**src/rtl/mul_issue_ctrl_pkg.sv**
```systemverilog
// mul_issue_ctrl_pkg: shared encodings and decode helpers for the multiply issue controller
package mul_issue_ctrl_pkg;
  localparam int XLEN = 64;
  typedef enum logic [2:0] {
    OP_MUL    = 3'd0,
    OP_MULH   = 3'd1,
    OP_MULHSU = 3'd2,
    OP_MULHU  = 3'd3,
    OP_MULW   = 3'd4
  } op_e;
  localparam logic [1:0] SGN_SS = 2'b11;
  localparam logic [1:0] SGN_SU = 2'b10;
  localparam logic [1:0] SGN_UU = 2'b00;
  typedef enum logic [2:0] {S_IDLE, S_LAUNCH, S_WAIT, S_HOLD, S_DRAIN} state_e;
  function automatic logic [1:0] sgn_of(input logic [2:0] op);
    return op == OP_MULHSU ? SGN_SU : op == OP_MULHU ? SGN_UU : SGN_SS;
  endfunction
  function automatic logic legal_op(input logic [2:0] op);
    return op <= OP_MULW;
  endfunction
endpackage

```
**src/rtl/mul_issue_ctrl_if.sv**
```systemverilog
// mul_issue_ctrl_if: issue, writeback and multiplier-side signals of the issue controller
interface mul_issue_ctrl_if #(parameter int XLEN = mul_issue_ctrl_pkg::XLEN);
  logic            flush;
  logic            issue_valid;
  logic            issue_ready;
  logic [2:0]      issue_op;
  logic [XLEN-1:0] issue_rs1;
  logic [XLEN-1:0] issue_rs2;
  logic [4:0]      issue_rd;
  logic            wb_valid;
  logic            wb_ready;
  logic [XLEN-1:0] wb_data;
  logic [4:0]      wb_rd;
  logic            mul_valid;
  logic [1:0]      mul_signed;
  logic            mulw;
  logic [XLEN-1:0] mul1;
  logic [XLEN-1:0] mul2;
  logic            mul_ready;
  logic            out_valid_m;
  logic [XLEN-1:0] result_h;
  logic [XLEN-1:0] result_l;
  logic            wdog_err;
  modport master (
    input  flush, issue_valid, issue_op, issue_rs1, issue_rs2, issue_rd, wb_ready,
           mul_ready, out_valid_m, result_h, result_l,
    output issue_ready, wb_valid, wb_data, wb_rd, mul_valid, mul_signed, mulw, mul1, mul2,
           wdog_err
  );
  modport slave (
    output flush, issue_valid, issue_op, issue_rs1, issue_rs2, issue_rd, wb_ready,
           mul_ready, out_valid_m, result_h, result_l,
    input  issue_ready, wb_valid, wb_data, wb_rd, mul_valid, mul_signed, mulw, mul1, mul2,
           wdog_err
  );
endinterface

```
**src/rtl/mul_reuse_buf.sv**
```systemverilog
// mul_reuse_buf: single-entry store of the last 64-bit product with operand/signedness hit compare
module mul_reuse_buf #(
  parameter int XLEN = mul_issue_ctrl_pkg::XLEN,
  parameter bit EN = 1'b1
) (
  input  logic            clk,
  input  logic            reset,
  input  logic            wr_en,
  input  logic [XLEN-1:0] wr_rs1,
  input  logic [XLEN-1:0] wr_rs2,
  input  logic [1:0]      wr_sgn,
  input  logic [XLEN-1:0] wr_h,
  input  logic [XLEN-1:0] wr_l,
  input  logic [2:0]      rd_op,
  input  logic [XLEN-1:0] rd_rs1,
  input  logic [XLEN-1:0] rd_rs2,
  output logic            hit,
  output logic [XLEN-1:0] hit_data
);
  import mul_issue_ctrl_pkg::*;
  logic            vld;
  logic [XLEN-1:0] rs1_e, rs2_e, h_e, l_e;
  logic [1:0]      sgn_e;
  // capture operands, signedness and both product halves of each completed multiply
  always_ff @(posedge clk or posedge reset)
    if (reset) begin
      vld <= 1'b0;
      rs1_e <= '0;
      rs2_e <= '0;
      sgn_e <= '0;
      h_e <= '0;
      l_e <= '0;
    end else if (wr_en) begin
      vld <= EN;
      rs1_e <= wr_rs1;
      rs2_e <= wr_rs2;
      sgn_e <= wr_sgn;
      h_e <= wr_h;
      l_e <= wr_l;
    end
  assign hit = EN && vld && legal_op(rd_op) && rd_op != OP_MULW && rs1_e == rd_rs1 &&
               rs2_e == rd_rs2 && sgn_e == sgn_of(rd_op);
  assign hit_data = rd_op == OP_MUL ? l_e : h_e;
endmodule

```
**src/rtl/mul_issue_ctrl.sv**
```systemverilog
// mul_issue_ctrl: RV64M multiply issue sequencer with flush drain, result reuse and watchdog
module mul_issue_ctrl #(
  parameter int XLEN = mul_issue_ctrl_pkg::XLEN,
  parameter bit REUSE_EN = 1'b1,
  parameter int WDOG_CYCLES = 255
) (
  input logic clk,
  input logic reset,
  mul_issue_ctrl_if.master bus
);
  import mul_issue_ctrl_pkg::*;
  state_e          state, state_n;
  logic [2:0]      op_q;
  logic [XLEN-1:0] rs1_q, rs2_q, data_q, data_n, res, hit_data;
  logic [4:0]      rd_q;
  logic [7:0]      wdog_cnt;
  logic            wdog_q, hit, busy, waiting, wdog_fire, accept, done;
  assign busy = state == S_LAUNCH || state == S_WAIT || state == S_DRAIN;
  assign waiting = state == S_WAIT || state == S_DRAIN;
  assign wdog_fire = waiting && !bus.out_valid_m && wdog_cnt == 8'(WDOG_CYCLES - 1);
  assign accept = state == S_IDLE && bus.issue_valid && !bus.flush;
  assign done = state == S_WAIT && bus.out_valid_m && !bus.flush;
  assign res = op_q == OP_MUL ? bus.result_l :
               op_q == OP_MULW ? {{(XLEN-32){bus.result_l[31]}}, bus.result_l[31:0]} :
               bus.result_h;
  mul_reuse_buf #(.XLEN(XLEN), .EN(REUSE_EN)) u_reuse (
    .clk(clk),
    .reset(reset),
    .wr_en(done && op_q != OP_MULW),
    .wr_rs1(rs1_q),
    .wr_rs2(rs2_q),
    .wr_sgn(sgn_of(op_q)),
    .wr_h(bus.result_h),
    .wr_l(bus.result_l),
    .rd_op(bus.issue_op),
    .rd_rs1(bus.issue_rs1),
    .rd_rs2(bus.issue_rs2),
    .hit(hit),
    .hit_data(hit_data)
  );
  // next state and result capture; flush outranks wb_ready and issue_valid
  always_comb begin
    state_n = state;
    data_n = data_q;
    case (state)
      S_IDLE: if (accept) begin
        state_n = hit || !legal_op(bus.issue_op) ? S_HOLD : S_LAUNCH;
        data_n = hit ? hit_data : '0;
      end
      S_LAUNCH: state_n = bus.flush ? (bus.mul_ready ? S_DRAIN : S_IDLE) : bus.mul_ready ? S_WAIT : S_LAUNCH;
      S_WAIT: if (wdog_fire) state_n = S_IDLE;
        else if (bus.out_valid_m) begin
          state_n = bus.flush ? S_IDLE : S_HOLD;
          data_n = res;
        end else if (bus.flush) state_n = S_DRAIN;
      S_HOLD: state_n = bus.flush || bus.wb_ready ? S_IDLE : S_HOLD;
      S_DRAIN: state_n = bus.out_valid_m || wdog_fire ? S_IDLE : S_DRAIN;
      default: state_n = S_IDLE;
    endcase
  end
  // state, latched request, result and watchdog registers
  always_ff @(posedge clk or posedge reset)
    if (reset) begin
      state <= S_IDLE;
      op_q <= '0;
      rs1_q <= '0;
      rs2_q <= '0;
      rd_q <= '0;
      data_q <= '0;
      wdog_cnt <= '0;
      wdog_q <= 1'b0;
    end else begin
      state <= state_n;
      data_q <= data_n;
      wdog_cnt <= waiting && !bus.out_valid_m && !wdog_fire ? wdog_cnt + 8'd1 : '0;
      wdog_q <= wdog_q | wdog_fire;
      if (accept) begin
        op_q <= bus.issue_op;
        rs1_q <= bus.issue_rs1;
        rs2_q <= bus.issue_rs2;
        rd_q <= bus.issue_rd;
      end
    end
  assign bus.issue_ready = state == S_IDLE;
  assign bus.mul_valid = busy;
  assign bus.mul_signed = busy ? sgn_of(op_q) : 2'b00;
  assign bus.mulw = busy && op_q == OP_MULW;
  assign bus.mul1 = busy ? rs1_q : '0;
  assign bus.mul2 = busy ? rs2_q : '0;
  assign bus.wb_valid = state == S_HOLD;
  assign bus.wb_data = state == S_HOLD ? data_q : '0;
  assign bus.wb_rd = state == S_HOLD ? rd_q : '0;
  assign bus.wdog_err = wdog_q;
endmodule

```
**src/flat_wrapper.sv**
```systemverilog
// flat-port wrapper written by rule: the top's interface ports become plain ports
module mul_issue_ctrl_flat import mul_issue_ctrl_pkg::*;
#(
  parameter int XLEN = mul_issue_ctrl_pkg::XLEN,
  parameter bit REUSE_EN = 1'b1,
  parameter int WDOG_CYCLES = 255
)
  (clk, reset, bus_flush, bus_issue_valid, bus_issue_op, bus_issue_rs1, bus_issue_rs2, bus_issue_rd, bus_wb_ready, bus_mul_ready, bus_out_valid_m, bus_result_h, bus_result_l, bus_issue_ready, bus_wb_valid, bus_wb_data, bus_wb_rd, bus_mul_valid, bus_mul_signed, bus_mulw, bus_mul1, bus_mul2, bus_wdog_err);
  mul_issue_ctrl_if #(.XLEN(XLEN)) bus_i ();
  input logic clk;
  input logic reset;
  input wire logic [$bits(bus_i.flush)-1:0] bus_flush;
  input wire logic [$bits(bus_i.issue_valid)-1:0] bus_issue_valid;
  input wire logic [$bits(bus_i.issue_op)-1:0] bus_issue_op;
  input wire logic [$bits(bus_i.issue_rs1)-1:0] bus_issue_rs1;
  input wire logic [$bits(bus_i.issue_rs2)-1:0] bus_issue_rs2;
  input wire logic [$bits(bus_i.issue_rd)-1:0] bus_issue_rd;
  input wire logic [$bits(bus_i.wb_ready)-1:0] bus_wb_ready;
  input wire logic [$bits(bus_i.mul_ready)-1:0] bus_mul_ready;
  input wire logic [$bits(bus_i.out_valid_m)-1:0] bus_out_valid_m;
  input wire logic [$bits(bus_i.result_h)-1:0] bus_result_h;
  input wire logic [$bits(bus_i.result_l)-1:0] bus_result_l;
  output wire logic [$bits(bus_i.issue_ready)-1:0] bus_issue_ready;
  output wire logic [$bits(bus_i.wb_valid)-1:0] bus_wb_valid;
  output wire logic [$bits(bus_i.wb_data)-1:0] bus_wb_data;
  output wire logic [$bits(bus_i.wb_rd)-1:0] bus_wb_rd;
  output wire logic [$bits(bus_i.mul_valid)-1:0] bus_mul_valid;
  output wire logic [$bits(bus_i.mul_signed)-1:0] bus_mul_signed;
  output wire logic [$bits(bus_i.mulw)-1:0] bus_mulw;
  output wire logic [$bits(bus_i.mul1)-1:0] bus_mul1;
  output wire logic [$bits(bus_i.mul2)-1:0] bus_mul2;
  output wire logic [$bits(bus_i.wdog_err)-1:0] bus_wdog_err;
  assign bus_i.flush = bus_flush;
  assign bus_i.issue_valid = bus_issue_valid;
  assign bus_i.issue_op = bus_issue_op;
  assign bus_i.issue_rs1 = bus_issue_rs1;
  assign bus_i.issue_rs2 = bus_issue_rs2;
  assign bus_i.issue_rd = bus_issue_rd;
  assign bus_i.wb_ready = bus_wb_ready;
  assign bus_i.mul_ready = bus_mul_ready;
  assign bus_i.out_valid_m = bus_out_valid_m;
  assign bus_i.result_h = bus_result_h;
  assign bus_i.result_l = bus_result_l;
  assign bus_issue_ready = bus_i.issue_ready;
  assign bus_wb_valid = bus_i.wb_valid;
  assign bus_wb_data = bus_i.wb_data;
  assign bus_wb_rd = bus_i.wb_rd;
  assign bus_mul_valid = bus_i.mul_valid;
  assign bus_mul_signed = bus_i.mul_signed;
  assign bus_mulw = bus_i.mulw;
  assign bus_mul1 = bus_i.mul1;
  assign bus_mul2 = bus_i.mul2;
  assign bus_wdog_err = bus_i.wdog_err;
  mul_issue_ctrl #(.XLEN(XLEN), .REUSE_EN(REUSE_EN), .WDOG_CYCLES(WDOG_CYCLES)) u_core (.clk(clk), .reset(reset), .bus(bus_i));
endmodule
```
**config.mk**
```make
export PLATFORM = sky130hd
export DESIGN_NAME = mul_issue_ctrl_flat
export DESIGN_NICKNAME = d
export VERILOG_FILES = /design/src/rtl/mul_issue_ctrl_pkg.sv /design/src/rtl/mul_issue_ctrl_if.sv /design/src/rtl/mul_reuse_buf.sv /design/src/rtl/mul_issue_ctrl.sv /design/src/flat_wrapper.sv
export SDC_FILE = /design/constraint.sdc
export NUM_CORES = 1
export LEC_CHECK = 0
export BUFFER_PORTS_ARGS = -buffer_cell sky130_fd_sc_hd__buf_4
export CAP_MARGIN = 20
export CORE_MARGIN = 3
export CORE_UTILIZATION = 35
export DETAILED_ROUTE_END_ITERATION = 7
export HOLD_SLACK_MARGIN = 0.12
export SLEW_MARGIN = 20
export SYNTH_ARGS = -nofsm -noshare
export SYNTH_HDL_FRONTEND = slang
export SYNTH_SLANG_ARGS = --single-unit
export TNS_END_PERCENT = 100
```
**constraint.sdc**
```tcl
create_clock -name clk -period 24.4 [get_ports clk]
set_input_delay 2.44 -clock clk [delete_from_list [all_inputs] [get_ports clk]]
set_output_delay 2.44 -clock clk [all_outputs]
set_load 0.05 [all_outputs]
```
==> results of run 1 <==
## worst max-delay path by stage
stage | start | depth (start not counted) | slack, ns | to
2_1_floorplan | reset | 1 | 8.82 | u_core.bus.wdog_err
3_3_place_gp | bus_flush | 8 | 18.34 | u_core.u_reuse.rs2_e[21]
3_5_place_dp | bus_flush | 8 | 18.27 | u_core.u_reuse.rs1_e[11]
4_1_cts | u_core.state[1] | 5 | 18.13 | bus_mul2[22]
5_1_grt | u_core.state[1] | 5 | 17.97 | bus_mul1[3]
6_report | u_core.state[1] | 5 | 18.20 | bus_mul2[22]
## Yosys cell counts, drive strengths merged, types with 29 or more instances
| cell | n |
|---|---|
| dfrtp | 471 |
| nand2 | 411 |
| mux2 | 233 |
| and2 | 199 |
| clkbuf | 104 |
| mux2i | 97 |
| a21oi | 78 |
| o31ai | 64 |
| inv | 50 |
| nor3 | 50 |
| o21ai | 49 |
| nor2b | 43 |
| xnor2 | 41 |
| buf | 39 |
| nand2b | 39 |
| xor2 | 29 |
## kinds of logic (layout without fill, tap and decap cells)
family / count (synthesis) / in the layout / share of synthesized area
adders and majority gates: 2 / 2 / 0.00110
AOI/OAI and AO/OA: 263 / 263 / 0.0751
muxes: 330 / 330 / 0.158
other: 0 / 4 / 0
DFF: 471 / 471 / 0.519
and+or+nand+nor: 850 / 850 / 0.184
buffers and inverters: 193 / 645 / 0.0353
xor gates and xnor gates: 70 / 70 / 0.0270
## tightest hold or removal path, stage by stage (launching register included)
cell	delay, ns
dfrtp_1	0.33
nand2_1	0.05
nand2_1	0.06
## power by group through the flow
stage               Sequential (mW)  Clock [mW]  Combinational (mW)
global placement               1.36           0                1.72
finish                         1.37       0.846                1.73
detailed placement             1.38           0                1.75
CTS                            1.37       0.864                1.76
global route                   1.41       0.895                1.86
floorplan                      1.29           0                1.24
## layer usage
metal / share of wire / vias to the layer above / global-route usage
met2: 0.49 / 618 / 0.372
met3: 0.067 / 99 / 0.0380
met4: 0.024 / 6 / 0.0613
met1: 0.42 / 9009 / 0.290
li1: - / 8229 / -
met5: 0.00049 / - / 0
## cells in the final DEF, fill, tap and decap left out, types with 14 or more instances in the layout
cell type  instances
nand2b_1          39
and2_1           198
o21ai_0           48
buf_4            495
clkbuf_16         55
dfrtp_1          471
clkbuf_8          14
a21oi_1           77
xor2_1            29
o31ai_1           64
o22ai_1           16
nand3b_1          19
nor2_1            20
inv_1             48
mux2_2           233
nor3_1            48
nand4_1           17
xnor2_1           41
mux2i_1           96
nor2b_1           43
nor4_1            17
nand3_1           23
nand2_1          410
a22oi_1           20
## sequential cells by signal, indices dropped and copies added (netlist names)
signal                count
u_core.state              3
u_core.u_reuse.rs1_e     64
u_core.rs1_q             64
u_core.u_reuse.sgn_e      2
u_core.rs2_q             64
u_core.data_q            64
u_core.rd_q               5
u_core.u_reuse.vld        1
u_core.u_reuse.rs2_e     64
u_core.wdog_cnt           8
u_core.bus.wdog_err       1
u_core.op_q               3
u_core.u_reuse.l_e       64
u_core.u_reuse.h_e       64
## metrics by stage
step	hold WS [ns]	instance area, um2
global route	0.498	28900
floorplan	0.437	22700
CTS	0.475	28800
detailed placement	0.460	27000
global placement	0.452	27000
finish	0.474	28900
## layout make-up
cell class / instances / area (um2) / area share
Antenna cell: 4 / 10.0 / 0.000347
Clock buffer: 76 / 1600 / 0.0553
Clock inverter: 22 / 284 / 0.00984
Inverter: 50 / 200 / 0.00693
Multi-Input combinational cell: 1515 / 10200 / 0.353
Sequential cell: 471 / 11800 / 0.408
Tap cell: 846 / 1060 / 0.0367
Timing Repair Buffer: 497 / 3740 / 0.130
==> impl_metrics.toml, run 1 <==
[grt]
grt_first_pass_wirelength_um = 114000
grt_usage = 0.220
grt_pass1_vias = 18300
grt_max_degree = 143
antenna_found_initial = 7
grt_remaining_overflow = 0

[power]
p_int_mw = 2.27
p_seq_frac = 0.347
combinationalPowerShare = 0.439
netSwitchingPower_mw = 1.68
clkPwrFrac = 0.214
power_density_mw_per_mm2 = 137
leakage_nw = 13.7
irDropWorstVdd_mv = 0.0859
finalPower_mw = 3.95
swShare = 0.425

[logic_synthesis]
ys_ff_latch = 471
yosysTopAreaCell = "dfrtp_1"
syn_avg_cell_area_um2 = 10.4
synth_area_mm2 = 0.0227
synth.top_cell.area_share = 0.519
synth_edf_count = 0
synth_cells = 2179
synthesis.nets = 2452
yosysWarningCount = 0
async_reset_ff_frac = 1.00
yosysUniqueCellTypes = 49
ys_top_cells_by_area = "dfrtp_1 (52%), mux2_2 (12%), nand2_1 (6.8%), and2_1 (5.5%), mux2i_1 (4.3%)"
dominantRegCellSynth = "dfrtp_1"
seq_area_frac_synth = 0.519

[route]
drc_errors = 0
drtIter0Drc = 1505
wl_per_cell_um = 22.1
num_vias = 18000
ant_nets = 0
viasPerCell = 5.16
drt_wl_total_um = 77100
first_pass_iters = 5

[setup_path]
endpoint_kind = "output pin"
critical_path_arrival_ns = 3.76
crit_type = "reg -> out"
path_cells = "or2_2 -> mux2i_4 -> buf_4 -> and2_1 -> buf_4"
rrSetupSlack_ns = 19.32
slowest_stage = "buf_4"
cp_top_family = "buffers and inverters"
cpMostUsedCell = "buf_4"
required_ns = 21.96
crit_fanout = 109
startpoint_type = "flip-flop"
reg2reg_from = "u_core.state[0]"
reg2reg_to = "u_core.u_reuse.rs2_e[40]"
r2r_cells = 9
crit_buf_inv = 2
cpPeakStageDelay_ns = 0.88

[run_status]
run_status = "complete, no violations"

[sta]
finClkSkew_ns = 0.0207
period_minus_slack_ns = 6.20
finalHoldViolations = 0
period_share = 0.254
setup_slack_ns = 18.20
setup_viol = 0
fin_tns_setup_ns = 0
slew_viol_final = 0
max_clock_freq_mhz = 161
tightest_slew_ns = 1.04
slew_headroom = 0.286
rsz0062_at_grt = "false"

[clock_tree]
cts_tree = "done"
cts_sinks = 471
clk_latency_ns = 0.60
clock_path_buffers = 3
path_clk_slew_ns = 0.06
cts.htree.levels = 2
cts_root_buf = "clkbuf_16"
cts_setup_buffers = 0
cts_hold_buffers = 0
numCtsBuffers = 54
cts_resized = 0

[finish]
fin_cells = 3481
areaGrowthSynthToFinish_pct = 27.1
postLayoutCoreUtil = 0.453
drive_gt1_frac = 0.319
nNetsFinal = 2862
n_fill_cell = 5967

[min_path]
hold_depth = 2
hold_path.startpoint = "u_core.rd_q[4]"
holdCritPathClass = "reg -> reg"
worstHoldEndpoint = "u_core.rd_q[4]"

[floorplan]
dieWidth_um = 261
die_h_um = 261
start_util = 0.357
num_io_pins = 475
die-area_mm2 = 0.0680
fp-row-count = 92
core_mm2 = 0.0637

[placed_design]
hpwl_um = 54200
place_congestion = 0.893
place_inst = 3379
place_ws_ns = 18.27
portBuffers = 474

[job]
maxCapViolations = 0
Power figures use the tool's default switching activity.
==> run 2: changes to the inputs <==
==> constraint.sdc (replaced) <==
create_clock -name clk -period 6.4 [get_ports clk]
set_input_delay 0.64 -clock clk [delete_from_list [all_inputs] [get_ports clk]]
set_output_delay 0.64 -clock clk [all_outputs]
set_load 0.05 [all_outputs]
==> run 2 against run 1 <==
Net effect: total power grew to 3.8 times the previous value; sequential power grew to 3.8 times the previous value; non-clock buffer count is 3 higher; design area is 0.17% lower; critical path depth stayed put; largest cell class unchanged; largest power group unchanged.
==> impl_metrics.toml, run 2 (synthesized netlist as in run 1, its figures left out) <==
[setup_path]
cpMostUsedCell = "buf_4"
startpoint_type = "flip-flop"
cpPeakStageDelay_ns = 0.75
path_cells = "or2_2 -> mux2i_4 -> buf_4 -> and2_1 -> buf_4"
crit_type = "reg -> out"
rrSetupSlack_ns = 3.00
r2r_cells = 7
reg2reg_from = "u_core.state[0]"
reg2reg_to = "u_core.u_reuse.rs2_e[28]"
critical_path_arrival_ns = 3.01
endpoint_kind = "output pin"
slowest_stage = "buf_4"
required_ns = 5.76
crit_fanout = 99

[clock_tree]
clk_latency_ns = 0.61
cts_root_buf = "clkbuf_16"
cts_hold_buffers = 0
cts_setup_buffers = 0
path_clk_slew_ns = 0.06
cts_resized = 0
cts_tree = "done"
cts.htree.levels = 2
cts_sinks = 471
numCtsBuffers = 54
clock_path_buffers = 3

[floorplan]
num_io_pins = 475
core_mm2 = 0.0637
die-area_mm2 = 0.0680
start_util = 0.357
fp-row-count = 92
die_h_um = 261
dieWidth_um = 261

[finish]
fin_cells = 3485
final_common_cell = "buf_4"
final_cell_area_mm2 = 0.0288
areaGrowthSynthToFinish_pct = 26.9
n_fill_cell = 5985
multi_input_area_mm2 = 0.0102
postLayoutCoreUtil = 0.453
nNetsFinal = 2865
drive_gt1_frac = 0.316
layout_common_cells = "buf_4 (494), dfrtp_1 (471), nand2_1 (410)"
seq_area_mm2 = 0.0118

[placed_design]
portBuffers = 474
place_congestion = 0.855
place_ws_ns = 2.72
hpwl_um = 54600
dpl_cell_area_mm2 = 0.0270
place_inst = 3381

[run_status]
run_status = "complete, no violations"

[grt]
grt_first_pass_wirelength_um = 116000
grt_remaining_overflow = 0
grt_pass1_vias = 18400
grt_max_degree = 167
antenna_found_initial = 7
grt_usage = 0.223

[route]
num_vias = 17900
ant_nets = 0
drc_errors = 0
first_pass_iters = 5
wl_per_cell_um = 22.3
drtIter0Drc = 1171
drt_wl_total_um = 77800
viasPerCell = 5.14

[sta]
setup_viol = 0
slew_headroom = 0.310
fin_tns_setup_ns = 0
period_minus_slack_ns = 3.65
timing.hold.ws_ns = 0.171
slew_viol_final = 0
setup_slack_ns = 2.75
period_share = 0.570
finClkSkew_ns = 0.0276
tightest_slew_ns = 1.04
rsz0062_at_grt = "false"
finalHoldViolations = 0
max_clock_freq_mhz = 274

[job]
maxCapViolations = 0

[power]
power_density_mw_per_mm2 = 520
leakage_nw = 13.6
irDropWorstVdd_mv = 0.351
finalPower_mw = 15.0

[min_path]
holdCritPathClass = "in -> async"
-- run 2: cell count changes in the layout (fill, tap and decap cells not counted) --
cell,delta
clkbuf_1,+11
clkinv_4,-5
buf_12,+3
bufinv_16,-3
clkinvlp_4,-2
a2111oi_0,-1
a2111oi_1,+1
buf_4,-1
clkinv_8,-1
dlymetal6s2s_1,+1
inv_6,+1
-- run 2: critical path: cells and delay by family (launching register included) --
kind                   cells  cell delay (ns)
buffers and inverters      2             0.98
DFF                        1             0.50
and+or+nand+nor            2             0.71
muxes                      1             0.15
-- run 2: cell type report --
class	instances	area share
Sequential cell	471	0.409
Multi-Input combinational cell	1515	0.354
Timing Repair Buffer	500	0.132
Clock buffer	87	0.0568
Tap cell	846	0.0367
Inverter	50	0.00664
Clock inverter	12	0.00473
Antenna cell	4	0.000347
-- run 2: metal layers --
layer / vias to the layer above / wire, um / GRT usage
met4: 6 / 2450 / 0.0737
met3: 120 / 5920 / 0.0559
met2: 591 / 37200 / 0.369
met1: 8967 / 32200 / 0.287
li1: 8226 / - / -
met5: - / 37 / 0
-- run 2: worst max-delay path by stage --
stage | from | to | slack [ns]
after CTS | u_core.state[1] | bus_mul1[13] | 2.66
final | u_core.state[1] | bus_mul1[13] | 2.75
after detailed placement | bus_issue_rs1[53] | u_core.data_q[56] | 2.72
after global placement | bus_issue_rs1[23] | u_core.data_q[48] | 2.57
after floorplan | reset | u_core.bus.wdog_err | -0.62
after global routing | u_core.state[1] | bus_mul1[13] | 2.54
-- run 2: power breakdown --
group	switching [mW]	internal, mW	total (mW)
registers	0.861	4.33	5.19
clock network	1.27	1.82	3.10
logic	4.30	2.42	6.71
